==> src/rtl/draw_sequencer.sv <==
// rtl/draw_sequencer.sv - per-frame go/done sequencer for three draw clients with a shared pixel port
// Ports:
//   clk, resetn             : system clock, asynchronous active-low reset
//   enable                  : game running; gates the frame timer
//   client_en[2:0]          : per-client enable mask (0 top paddle, 1 bottom paddle, 2 ball)
//   clr_err                 : clears the sticky timeout_err / overrun flags
//   done[2:0]               : client completion levels
//   x_in, y_in, color_in,
//   we_in                   : packed client pixel buses {c2,c1,c0}
//   go[2:0]                 : registered one-hot start request to the active client
//   vga_x/y/color/plot      : registered pixel-write port, fed only by the active client
//   busy, frame_done        : not-idle status, one-cycle end-of-frame pulse
//   timeout_err[2:0], overrun : sticky error flags
module draw_sequencer #(
  parameter int FRAME_CYCLES = 50000000,
  parameter int TIMEOUT      = 12000000
) (
  input  logic        clk,
  input  logic        resetn,
  input  logic        enable,
  input  logic [2:0]  client_en,
  input  logic        clr_err,
  input  logic [2:0]  done,
  input  logic [23:0] x_in,
  input  logic [20:0] y_in,
  input  logic [8:0]  color_in,
  input  logic [2:0]  we_in,
  output logic [2:0]  go,
  output logic [7:0]  vga_x,
  output logic [6:0]  vga_y,
  output logic [2:0]  vga_color,
  output logic        vga_plot,
  output logic        busy,
  output logic        frame_done,
  output logic [2:0]  timeout_err,
  output logic        overrun
);

  typedef enum logic [1:0] {IDLE, RUN, FINISH} state_t;

  localparam logic [25:0] FRAME_LAST   = 26'(FRAME_CYCLES - 1);
  localparam logic [23:0] TIMEOUT_LAST = 24'(TIMEOUT - 1);

  state_t      state, state_nxt;
  logic [1:0]  idx, idx_nxt;
  logic [25:0] frame_cnt;
  logic [23:0] to_cnt, to_cnt_nxt;
  logic        pending;
  logic [2:0]  done_prev;
  logic [2:0]  go_nxt, err_set;
  logic        tick, start, complete, timed_out;
  logic        has_first, has_next;
  logic [1:0]  first_idx, next_idx;
  logic [7:0]  sel_x;
  logic [6:0]  sel_y;
  logic [2:0]  sel_c;
  logic        sel_we;

  assign tick       = enable && (frame_cnt == FRAME_LAST);
  assign start      = enable && (tick || pending);
  // A client left in its done state counts only after it drops and rises again.
  assign complete   = done[idx] && !done_prev[idx];
  assign timed_out  = (to_cnt == TIMEOUT_LAST);
  assign busy       = (state != IDLE);
  assign frame_done = (state == FINISH);

  // Lowest enabled client overall, and lowest enabled client above idx.
  // Scanning downward lets the last hit be the lowest index.
  always_comb begin
    has_first = 1'b0;
    first_idx = 2'd0;
    has_next  = 1'b0;
    next_idx  = 2'd0;
    for (int i = 2; i >= 0; i--) begin
      if (client_en[i]) begin
        has_first = 1'b1;
        first_idx = 2'(i);
      end
      if (client_en[i] && (i > int'(idx))) begin
        has_next = 1'b1;
        next_idx = 2'(i);
      end
    end
  end

  always_comb begin
    sel_x  = x_in[7:0];
    sel_y  = y_in[6:0];
    sel_c  = color_in[2:0];
    sel_we = we_in[0];
    case (idx)
      2'd1: begin
        sel_x  = x_in[15:8];
        sel_y  = y_in[13:7];
        sel_c  = color_in[5:3];
        sel_we = we_in[1];
      end
      2'd2: begin
        sel_x  = x_in[23:16];
        sel_y  = y_in[20:14];
        sel_c  = color_in[8:6];
        sel_we = we_in[2];
      end
      default: ;
    endcase
  end

  always_comb begin
    state_nxt  = state;
    idx_nxt    = idx;
    go_nxt     = 3'b000;
    to_cnt_nxt = 24'd0;
    err_set    = 3'b000;
    case (state)
      IDLE: begin
        if (start) begin
          if (has_first) begin
            state_nxt = RUN;
            idx_nxt   = first_idx;
            go_nxt    = 3'b001 << first_idx;
          end else begin
            state_nxt = FINISH;
          end
        end
      end
      RUN: begin
        if (complete || timed_out) begin
          // Completion wins over a simultaneous timeout.
          if (!complete) err_set = 3'b001 << idx;
          if (has_next) begin
            idx_nxt = next_idx;
            go_nxt  = 3'b001 << next_idx;
          end else begin
            state_nxt = FINISH;
          end
        end else begin
          go_nxt     = 3'b001 << idx;
          to_cnt_nxt = to_cnt + 24'd1;
        end
      end
      FINISH:  state_nxt = IDLE;
      default: state_nxt = IDLE;
    endcase
  end

  always_ff @(posedge clk or negedge resetn) begin
    if (!resetn) begin
      state       <= IDLE;
      idx         <= 2'd0;
      go          <= 3'b000;
      to_cnt      <= 24'd0;
      frame_cnt   <= 26'd0;
      pending     <= 1'b0;
      done_prev   <= 3'b111;
      overrun     <= 1'b0;
      timeout_err <= 3'b000;
      vga_x       <= 8'd0;
      vga_y       <= 7'd0;
      vga_color   <= 3'd0;
      vga_plot    <= 1'b0;
    end else begin
      state     <= state_nxt;
      idx       <= idx_nxt;
      go        <= go_nxt;
      to_cnt    <= to_cnt_nxt;
      done_prev <= done;

      if (!enable || tick) frame_cnt <= 26'd0;
      else                 frame_cnt <= frame_cnt + 26'd1;

      // A tick during a frame is remembered and starts the next frame from IDLE.
      if (!enable)                    pending <= 1'b0;
      else if (tick && busy)          pending <= 1'b1;
      else if (!busy && start)        pending <= 1'b0;

      if (tick && busy)  overrun <= 1'b1;
      else if (clr_err)  overrun <= 1'b0;

      timeout_err <= (clr_err ? 3'b000 : timeout_err) | err_set;

      if (state == RUN) begin
        vga_x     <= sel_x;
        vga_y     <= sel_y;
        vga_color <= sel_c;
        vga_plot  <= sel_we;
      end else begin
        vga_x     <= 8'd0;
        vga_y     <= 7'd0;
        vga_color <= 3'd0;
        vga_plot  <= 1'b0;
      end
    end
  end

endmodule
==> config.mk <==
export PLATFORM = sky130hd
export DESIGN_NAME = draw_sequencer
export DESIGN_NICKNAME = d
export VERILOG_FILES = /design/src/rtl/draw_sequencer.sv
export SDC_FILE = /design/constraint.sdc
export NUM_CORES = 1
export LEC_CHECK = 0
export ABC_AREA = 1
export ABC_CLOCK_PERIOD_IN_PS = 1960
export CAP_MARGIN = 20
export CORE_MARGIN = 2
export CORE_UTILIZATION = 50
export DETAILED_ROUTE_END_ITERATION = 7
export PLACE_DENSITY = 0.76
export RECOVER_POWER = 100
export SETUP_SLACK_MARGIN = 0.5
export SLEW_MARGIN = 5
export SYNTH_ARGS = -nofsm -noshare
export SYNTH_HDL_FRONTEND = slang
export SYNTH_SLANG_ARGS = --single-unit
==> constraint.sdc <==
create_clock -name clk -period 1.96 [get_ports clk]
set_input_delay 0.294 -clock clk [delete_from_list [all_inputs] [get_ports clk]]
set_output_delay 0.294 -clock clk [all_outputs]
set_load 0.005 [all_outputs]
; ---- Word-level counts from Yosys, hierarchy flattened
; Index checks and enable logic that the tools add are counted.
[totals]
output_inout_bits = 28
wordCells = 102
in_bits = 67
regBits = 84
[classes]
n_bitwise = 1
shift = 3
n_reduce_logical = 19
add_sub_neg = 2
n_eq_ne = 12
muxes = 49
magnitude_cmp = 3
[op_table]
columns = op, n
row1 = 24-bit two-way mux, 2
row2 = 3-bit two-way mux, 9
row3 = 26-bit by 1-bit adder with 26-bit output (second input constant), 1
row4 = 26-bit == test (second input constant), 1
row5 = 2-bit two-way mux, 13
row6 = 26-bit two-way mux, 1
row7 = 24-bit by 1-bit adder with 24-bit output (second input constant), 1
row8 = 24-bit == test (second input constant), 1
row9 = 8-bit case mux with 2 select lines, 1
row10 = 7-bit case mux with 2 select lines, 1
row11 = 1-bit two-way mux, 13
row12 = 3-bit case mux with 2 select lines, 2
row13 = 2-bit != test (second input constant), 5
row14 = 1-bit by 2-bit << shifter with 3-bit output (first input constant), 3
row15 = 8-bit two-way mux, 1
row16 = 2-bit case mux with 2 select lines, 2
row17 = 1-bit logical AND, 7
row18 = 7-bit two-way mux, 1
row19 = 2-bit nonzero test, 3
row20 = 5-bit AND reduction, 1
row21 = 1-bit binary-select mux with 2-bit select, 2
row22 = 2-bit by 1-bit == test with 1-bit output (second input constant), 2
row23 = 2-bit == test (second input constant), 2
row24 = 1-bit zero test, 3
row25 = 9 further kinds, 11

; ---- Logic depth before layout (Yosys ltp)
; Gate-level depths: netlist (run 1).
[depth]
ltp_word = 8
ltp_mapped = 10
ltp_nobuf = 10

; ---- Worst setup path before layout (run 1)
; Ideal clock, no wire load.
[synth_timing]
path_kind = register -> register
start = reg idx[1]
end = reg vga_x[6]
setup_ns = 0.082
n_path_buf = 2
path_stages_with_launch = 7
t_required_ns = 1.878
t_arrival_ns = 1.472
slack_ns = 0.406
synth_period_minus_slack_ns = 1.554
path_cell_list = dfrtp_1 > inv_1 > ha_1 > clkbuf_1 > clkbuf_1 > o21ai_0 > a31oi_1
[synth_via]
elab_chain_cells = 3
elab_cells_between_ends = 4
cone_classes = eq/ne (2) / mux (2)
[synth_lines]
columns = element, line
row1 = from (decl), 45  ; logic [1:0] idx, idx_nxt;
row2 = from (signal assigned), 163  ; idx <= idx_nxt;
row3 = 2-bit == test / 2-bit by 1-bit == test with 1-bit output (equally long branches), 91  ; case (idx)
row4 = 8-bit case mux with 2 select lines *, 91
row5 = 8-bit two-way mux *, 181  ; if (state == RUN) begin
row6 = to (signal assigned), 182  ; vga_x <= sel_x;
row7 = to (decl), 29  ; output logic [7:0] vga_x,
; Mark *: on every way between the ends. The rest lies on a longest branch, timed or not.
; A chain may end at the register's enable or synchronous reset.

; ---- Final worst setup path (run 1)
[layout_timing]
start = reg to_cnt[0]
end = reg to_cnt[17]
[layout_via]
elab_chain_cells = 4
elab_cells_between_ends = 5
cone_classes = add/sub (1) / eq/ne (1) / mux (2) / reduce/logical (1)
[layout_lines]
columns = element, line
row1 = from (decl), 47  ; logic [23:0] to_cnt, to_cnt_nxt;
row2 = from (signal assigned), 165  ; to_cnt <= to_cnt_nxt;
row3 = branches (longest 2 deep; another with 24-bit by 1-bit adder with 24-bit output), --
row4 = 24-bit two-way mux *, 127  ; if (complete || timed_out) begin
row5 = 24-bit two-way mux *, 114  ; case (state)
row6 = via to_cnt_nxt[17], 47
; Mark *: on every way through the listed nets, which the timed path passes.

==> metrics.txt, run 1 <==
run status completed; vias in the first global route 4516; clk sinks 84; core area about 0.0088 sq mm; DRC Markers 0; row count 34; Mapped Nets 651; PwrDens 491.1 mW/mm^2; Max Buffers Root-to-Sink 2; final hold violation count 0; Ys Warns 0; Worst-Skew Late Latency roughly 0.36 ns; router iterations before antenna repair 5; crit end category register; total placed instance area 0.005692 sq mm; crit-path most repeated cell nor2_4; setup TNS 0 ns; number of synthesized flops with an enable pin 0; Critical Path AT 2.02 ns; top-area cell type share of the netlist area 44.27%; non-filler cells, final about 850; fmax 0.5676 GHz; WL final approximately 14000 um; initial core utilization 51.99%; most common cell after layout, fill and taps aside nand2_1; Tcrit/Tclk final 89.88%; global route total overflow 0; crit path launch to_cnt[0]$_DFF_PN0_; Post-DRT Antenna Nets 0; Avg Inst Size Synth 7.921 sq um; GRT Total Usage 25.82%; Detailed Place HPWL 8710 um; DIE WIDTH 99.69 um; Leak 2.962 nW; via count 4706; crit path kind register to register; most frequent cells in the layout nand2_1, dfrtp_1, nor2_1; Design Area, Final between 0.006 and 0.007 sq mm; clock network fraction of design power 39.3%; max_slew headroom 40.56%; sequential share of power between 50% and 60%; max-slew violations 0; post-placement worst setup slack 0.09341 ns; Slew @ Worst Pin 0.8916 ns; worst hold margin 0.4670 ns; layout cells sized above 1 25.34%; DR iter-0 viols 291; CP startpoint kind register; H-tree depth 3; worst hold-check path type register to register; CP max-delay cell dfrtp_1; final setup margin 0.1983 ns; Final Skew 0.008280 ns; initial antenna violation count 0; final setup fails 0; Req. time, crit path 2.22 ns; CP peak stage delay around 0.42 ns; Internal Power 2.520 mW; dpl cells 775; pin count of the biggest net entering global routing 39; nets between 800 and 900; Max Cap Viol 0; Syn Inst Count 578; vias per cell 5.563; Final Critical Period around 1.8 ns; RSZ-0062 raised after global routing yes; Max rail drop VDD ~330 uV; Util after Layout 76.24%; FF+latch area 0.002112 sq mm; post-synth top area cell dfrtp_1; CTS clk-pin slew, worst paths 0.09 ns; Post-Syn Area 0.004578 sq mm; number of fill cells 586; Area Overhead vs Synth 46.65%; multi-input logic area 0.002537 sq mm; first-pass GRT wire length around 21000 um; Seq/Total Area, Yosys roughly 46%; Synth cell types 38; Reg-to-Reg Start to_cnt[0]$_DFF_PN0_; top post-synthesis cells by area dfrtp_1, nand2_1, nor2_1; post-DR wirelength/cell 17.13 um; Port Buffers 94; ys async rst share 100.0%; gpl congestion roughly 0.9; hold_sp frame_cnt[0]$_DFF_PN0_; Die ar. 0.009938 sq mm; CTS buffer count 9; CTS root buf clkbuf_8; Ant. Diodes 0; net switching fraction of the power approximately a quarter; Comb pwr share 7.7%; Net Switching about 0.78 mW; cell-by-cell trace of the critical path clkbuf_4 -> nand3_1 -> nor2_1 -> nand2_4 -> nor2_4 -> nand2_1 -> nor2_4 -> xnor2_2 -> nor2_4; critical-path maximum fanout 4; flops & latches, synth 84; io pins 95; total power draw approximately 3.3 mW; chip height 99.69 um; CTS tree done; Main synth FF type dfrtp_1
[power groups by stage]
| stage | sequential, mW | clock [mW] | combinational, mW |
|---|---|---|---|
| final | 1.75 | 1.30 | 0.253 |
| after global routing | 1.75 | 1.37 | 0.273 |
| after CTS | 1.75 | 1.28 | 0.245 |
| after detailed placement | 1.78 | 0 | 0.218 |
| after global placement | 1.78 | 0 | 0.214 |
| after floorplan | 1.78 | 0 | 0.0332 |
[layout make-up]
| cell class | instances | area share [%] |
|---|---|---|
| repair buffers | 158 | 22.08 |
| inverters | 65 | 3.634 |
| multi-input cells | 415 | 37.79 |
| flip-flops and latches | 84 | 31.46 |
| clock inverters | 5 | 0.9132 |
| clock buffers | 11 | 2.106 |
| well taps | 108 | 2.013 |
[repair_timing]
item                                    CTS  global route
hold buffers                              1             0
hold endpoints to repair                 30             0
gates cloned                              2             3
endpoints found under the setup margin  102            81
gates resized for setup                  86            87
pin swaps                                16            27
setup buffers                            23            26
[final timing paths]
kind | end | slack (ns) | depth (start not counted)
max | to_cnt[17]$_DFF_PN0_ | 0.20 | 9
max in group asynchronous | to_cnt[9]$_DFF_PN0_ | 0.40 | 3
min reg2reg | frame_cnt[0]$_DFF_PN0_ | 0.47 | 1
max reg2reg | to_cnt[17]$_DFF_PN0_ | 0.20 | 9
min | frame_cnt[0]$_DFF_PN0_ | 0.47 | 1
min in group asynchronous | frame_cnt[20]$_DFF_PN0_ | 0.59 | 2
[Yosys cell counts (3+ instances only)]
cell type,instances
clkbuf_1,8
nor3_1,22
nand3_2,3
nor3_2,5
inv_1,61
nor2_2,3
xor2_1,11
nand2_1,132
inv_2,4
nand2_2,4
ha_1,6
nand4_1,11
buf_2,3
a21oi_1,8
o21ai_0,29
nor2_1,89
dfrtp_1,81
xnor2_1,9
buf_4,3
o22ai_1,4
nor3b_1,5
nand3_1,35
a31oi_1,21
dfstp_2,3
[metal layers]
metal	share of wire, %	track usage [%]	vias up
met5	0	0	-
met4	3.2	6.744	0
met3	8.3	7.730	51
met2	50	43.56	219
met1	38	32.52	2254
li1	-	-	2182
[flip-flops by register name (all words and copies together), names as in the netlist]
register	flops
idx	2
vga_y	7
pending	1
timeout_err	3
vga_color	3
frame_cnt	26
overrun	1
state	2
done_prev	3
to_cnt	24
vga_x	8
go	3
vga_plot	1
[critical path, delay by kind of cell, from the launching register on]
family / cells / cell delay (ns)
simple gates: 7 / 0.92
flops: 1 / 0.42
buf+inv: 1 / 0.17
xor+xnor: 1 / 0.14
[logic make-up after synthesis]
group | synth area share, %
AO/OA/AOI/OAI | 8.281
XOR/XNOR | 3.826
adder cells (fa/ha/maj) | 1.640
buffers and inverters | 7.242
flip-flops | 46.00
AND/OR/NAND/NOR | 33.01
Power figures use the tool's default switching activity.
==> inputs of run 2 (changes only) <==
--- a/config.mk
+++ b/config.mk
@@ -10,6 +10,7 @@
 export CAP_MARGIN = 20
 export CORE_MARGIN = 2
 export CORE_UTILIZATION = 50
+export CTS_CLUSTER_SIZE = 24
 export DETAILED_ROUTE_END_ITERATION = 7
 export PLACE_DENSITY = 0.76
 export RECOVER_POWER = 100
==> results of run 2 <==
The final DEF is identical to that of run 1; final timing and power are the same.
==> inputs of run 3 (changes only) <==
--- a/config.mk
+++ b/config.mk
@@ -9,10 +9,9 @@
 export ABC_CLOCK_PERIOD_IN_PS = 1960
 export CAP_MARGIN = 20
 export CORE_MARGIN = 2
-export CORE_UTILIZATION = 50
-export CTS_CLUSTER_SIZE = 24
+export CORE_UTILIZATION = 45
 export DETAILED_ROUTE_END_ITERATION = 7
-export PLACE_DENSITY = 0.76
+export PLACE_DENSITY = 0.7
 export RECOVER_POWER = 100
 export SETUP_SLACK_MARGIN = 0.5
 export SLEW_MARGIN = 5
==> run 3 against run 2 <==
Clock power is 12% lower; critical path type unchanged; highest routed layer unchanged; combinational power is essentially flat; register-to-register slack better by 0.04 ns; sequential cell count is the same; first-iteration DRC count decreased by 15%; critical path depth decreased by 3.
==> metrics.txt, run 3 (same netlist as run 1, synthesis figures left out) <==
Port Buffers 94; Max Buffers Root-to-Sink 2; Req. time, crit path between 2 and 2.5 ns; Final Skew 0.008702 ns; vias per cell between 5 and 6; number of cells on the worst hold path 3; max reg flops 26; CTS clk-pin slew, worst paths approximately 0.090 ns; PwrDens between 400 and 500 mW/mm^2; initial core utilization 46.62%; DRC Markers 0; CP peak stage delay 0.40 ns; worst hold margin 0.4958 ns; initial antenna violation count 0; Critical Path AT 2.00 ns; multi-input logic area 0.002514 sq mm; RSZ-0062 raised after global routing yes; layout cells sized above 1 25.34%; via count approximately 4700; R2R cell count 6; FF+latch area 0.002113 sq mm; row count 36; CTS root buf clkbuf_8; clk sinks 84; most frequent cells in the layout nand2_1, dfrtp_1, nor2_1; Max Cap Viol 0; H-tree depth 3; io pins 95; total power draw 3.134 mW; fmax 0.5803 GHz; Leak 3.021 nW; vias in the first global route 4491; nets between 800 and 900; CTS tree done; GRT Total Usage between 20% and 30%; CP max-delay cell dfrtp_1; Max rail drop VDD 292.0 uV; Final Critical Period 1.723 ns; chip height roughly 100 um; Ant. Diodes 0; worst hold-check path type input port to register; Design Area, Final 0.006760 sq mm; Area Overhead vs Synth 47.66%; crit end category register; setup TNS 0 ns; max_slew headroom a little over two fifths; worst reg2reg setup slack 0.24 ns; hold_sp x_in[11]; total placed instance area 0.005738 sq mm; global route total overflow 0; cell-by-cell trace of the critical path clkbuf_1 -> nor2_4 -> clkbuf_1 -> clkbuf_1 -> o21ai_0 -> a31oi_1; Tcrit/Tclk final between 80% and 90%; final hold violation count 0; number of fill cells 849; crit path kind register to register; reg-to-reg critical path endpoint vga_x[5]$_DFF_PN0_; CTS buffer count 9; Hold EP vga_x[3]$_DFF_PN0_; Post-DRT Antenna Nets 0; core area 0.009819 sq mm; pin count of the biggest net entering global routing 39; crit path launch state[1]$_DFFE_PN0P_; max-slew violations 0; critical-path maximum fanout 8; largest registers frame_cnt (26), to_cnt (24), vga_x (8); CP startpoint kind register; Detailed Place HPWL 8822 um; post-DR wirelength/cell 15.95 um; register name with the most flops frame_cnt; Slew @ Worst Pin 0.8481 ns; first-pass GRT wire length 20710 um; run status completed; Reg-to-Reg Start state[1]$_DFFE_PN0P_; DIE WIDTH roughly 100 um; gpl congestion about 0.94; crit-path most repeated cell clkbuf_1; DR iter-0 viols about 250; Worst-Skew Late Latency 0.36 ns; most common cell after layout, fill and taps aside nand2_1; Die ar. 0.01100 sq mm; final setup fails 0; WL final 14020 um; router iterations before antenna repair 4
## run 3: cell types whose count changed in the layout (fill, tap and decap cells not counted), sizes merged
cell / before / now
buf: 54 / 59
bufinv: 1 / 0
clkbuf: 23 / 30
clkinv: 4 / 2
nand3: 41 / 40
## run 3: timing repair
action / 4_1_cts / 5_1_grt
cloned: 2 / 6
resized for setup: 88 / 107
pin swaps: 20 / 31
hold buffers: 1 / 0
hold endpoints to repair: 30 / 0
buffers inserted: 22 / 30
setup endpoints to repair: 99 / 79
## run 3: worst max path at each step
stage / end / cells past startpoint
6_report: vga_x[5]$_DFF_PN0_ / 6
3_5_place_dp: state[0]$_DFFE_PN0P_ / 7
3_3_place_gp: state[0]$_DFFE_PN0P_ / 7
4_1_cts: to_cnt[3]$_DFF_PN0_ / 9
5_1_grt: to_cnt[21]$_DFF_PN0_ / 10
2_1_floorplan: vga_x[6]$_DFF_PN0_ / 6
## run 3: report_power, final
group | total, mW | internal, mW | switching [mW]
clock | 1.14 | 0.528 | 0.607
combinational | 0.251 | 0.151 | 0.100
sequential | 1.75 | 1.74 | 0.00531
total | 3.13 | 2.42 | 0.712
## run 3: cell type report
cell class	count	area share, %
Clock buffer	14	2.406
Clock inverter	2	0.1481
Inverter	65	3.609
Multi-Input combinational cell	414	37.18
Sequential cell	84	31.26
Tap cell	133	2.462
Timing Repair Buffer	167	22.93
## run 3: per-stage QoR
stage / cells / setup WS [ns] / util [%]
finish: 879 / 0.2367 / 68.85
CTS: 843 / 0.3660 / 63.81
global placement: 802 / 0.2159 / 58.44
floorplan: 578 / 0.4886 / -
detailed placement: 802 / 0.1518 / 58.44
global route: 879 / 0.1565 / 68.85
## run 3: worst max-delay path: cells and delay by family (launching register included)
kind            cells  cell delay (ns)
buf+inv             3             0.69
flops               1             0.40
compound gates      2             0.33
simple gates        1             0.23
## run 3: layer usage
| metal | wire, um | up-vias | GRT usage (%) |
|---|---|---|---|
| li1 | - | 2197 | - |
| met1 | 5469 | 2274 | 26.72 |
| met2 | 7397 | 150 | 41.93 |
| met3 | 725 | 39 | 5.303 |
| met4 | 431 | 0 | 9.619 |
| met5 | 0 | - | 0 |
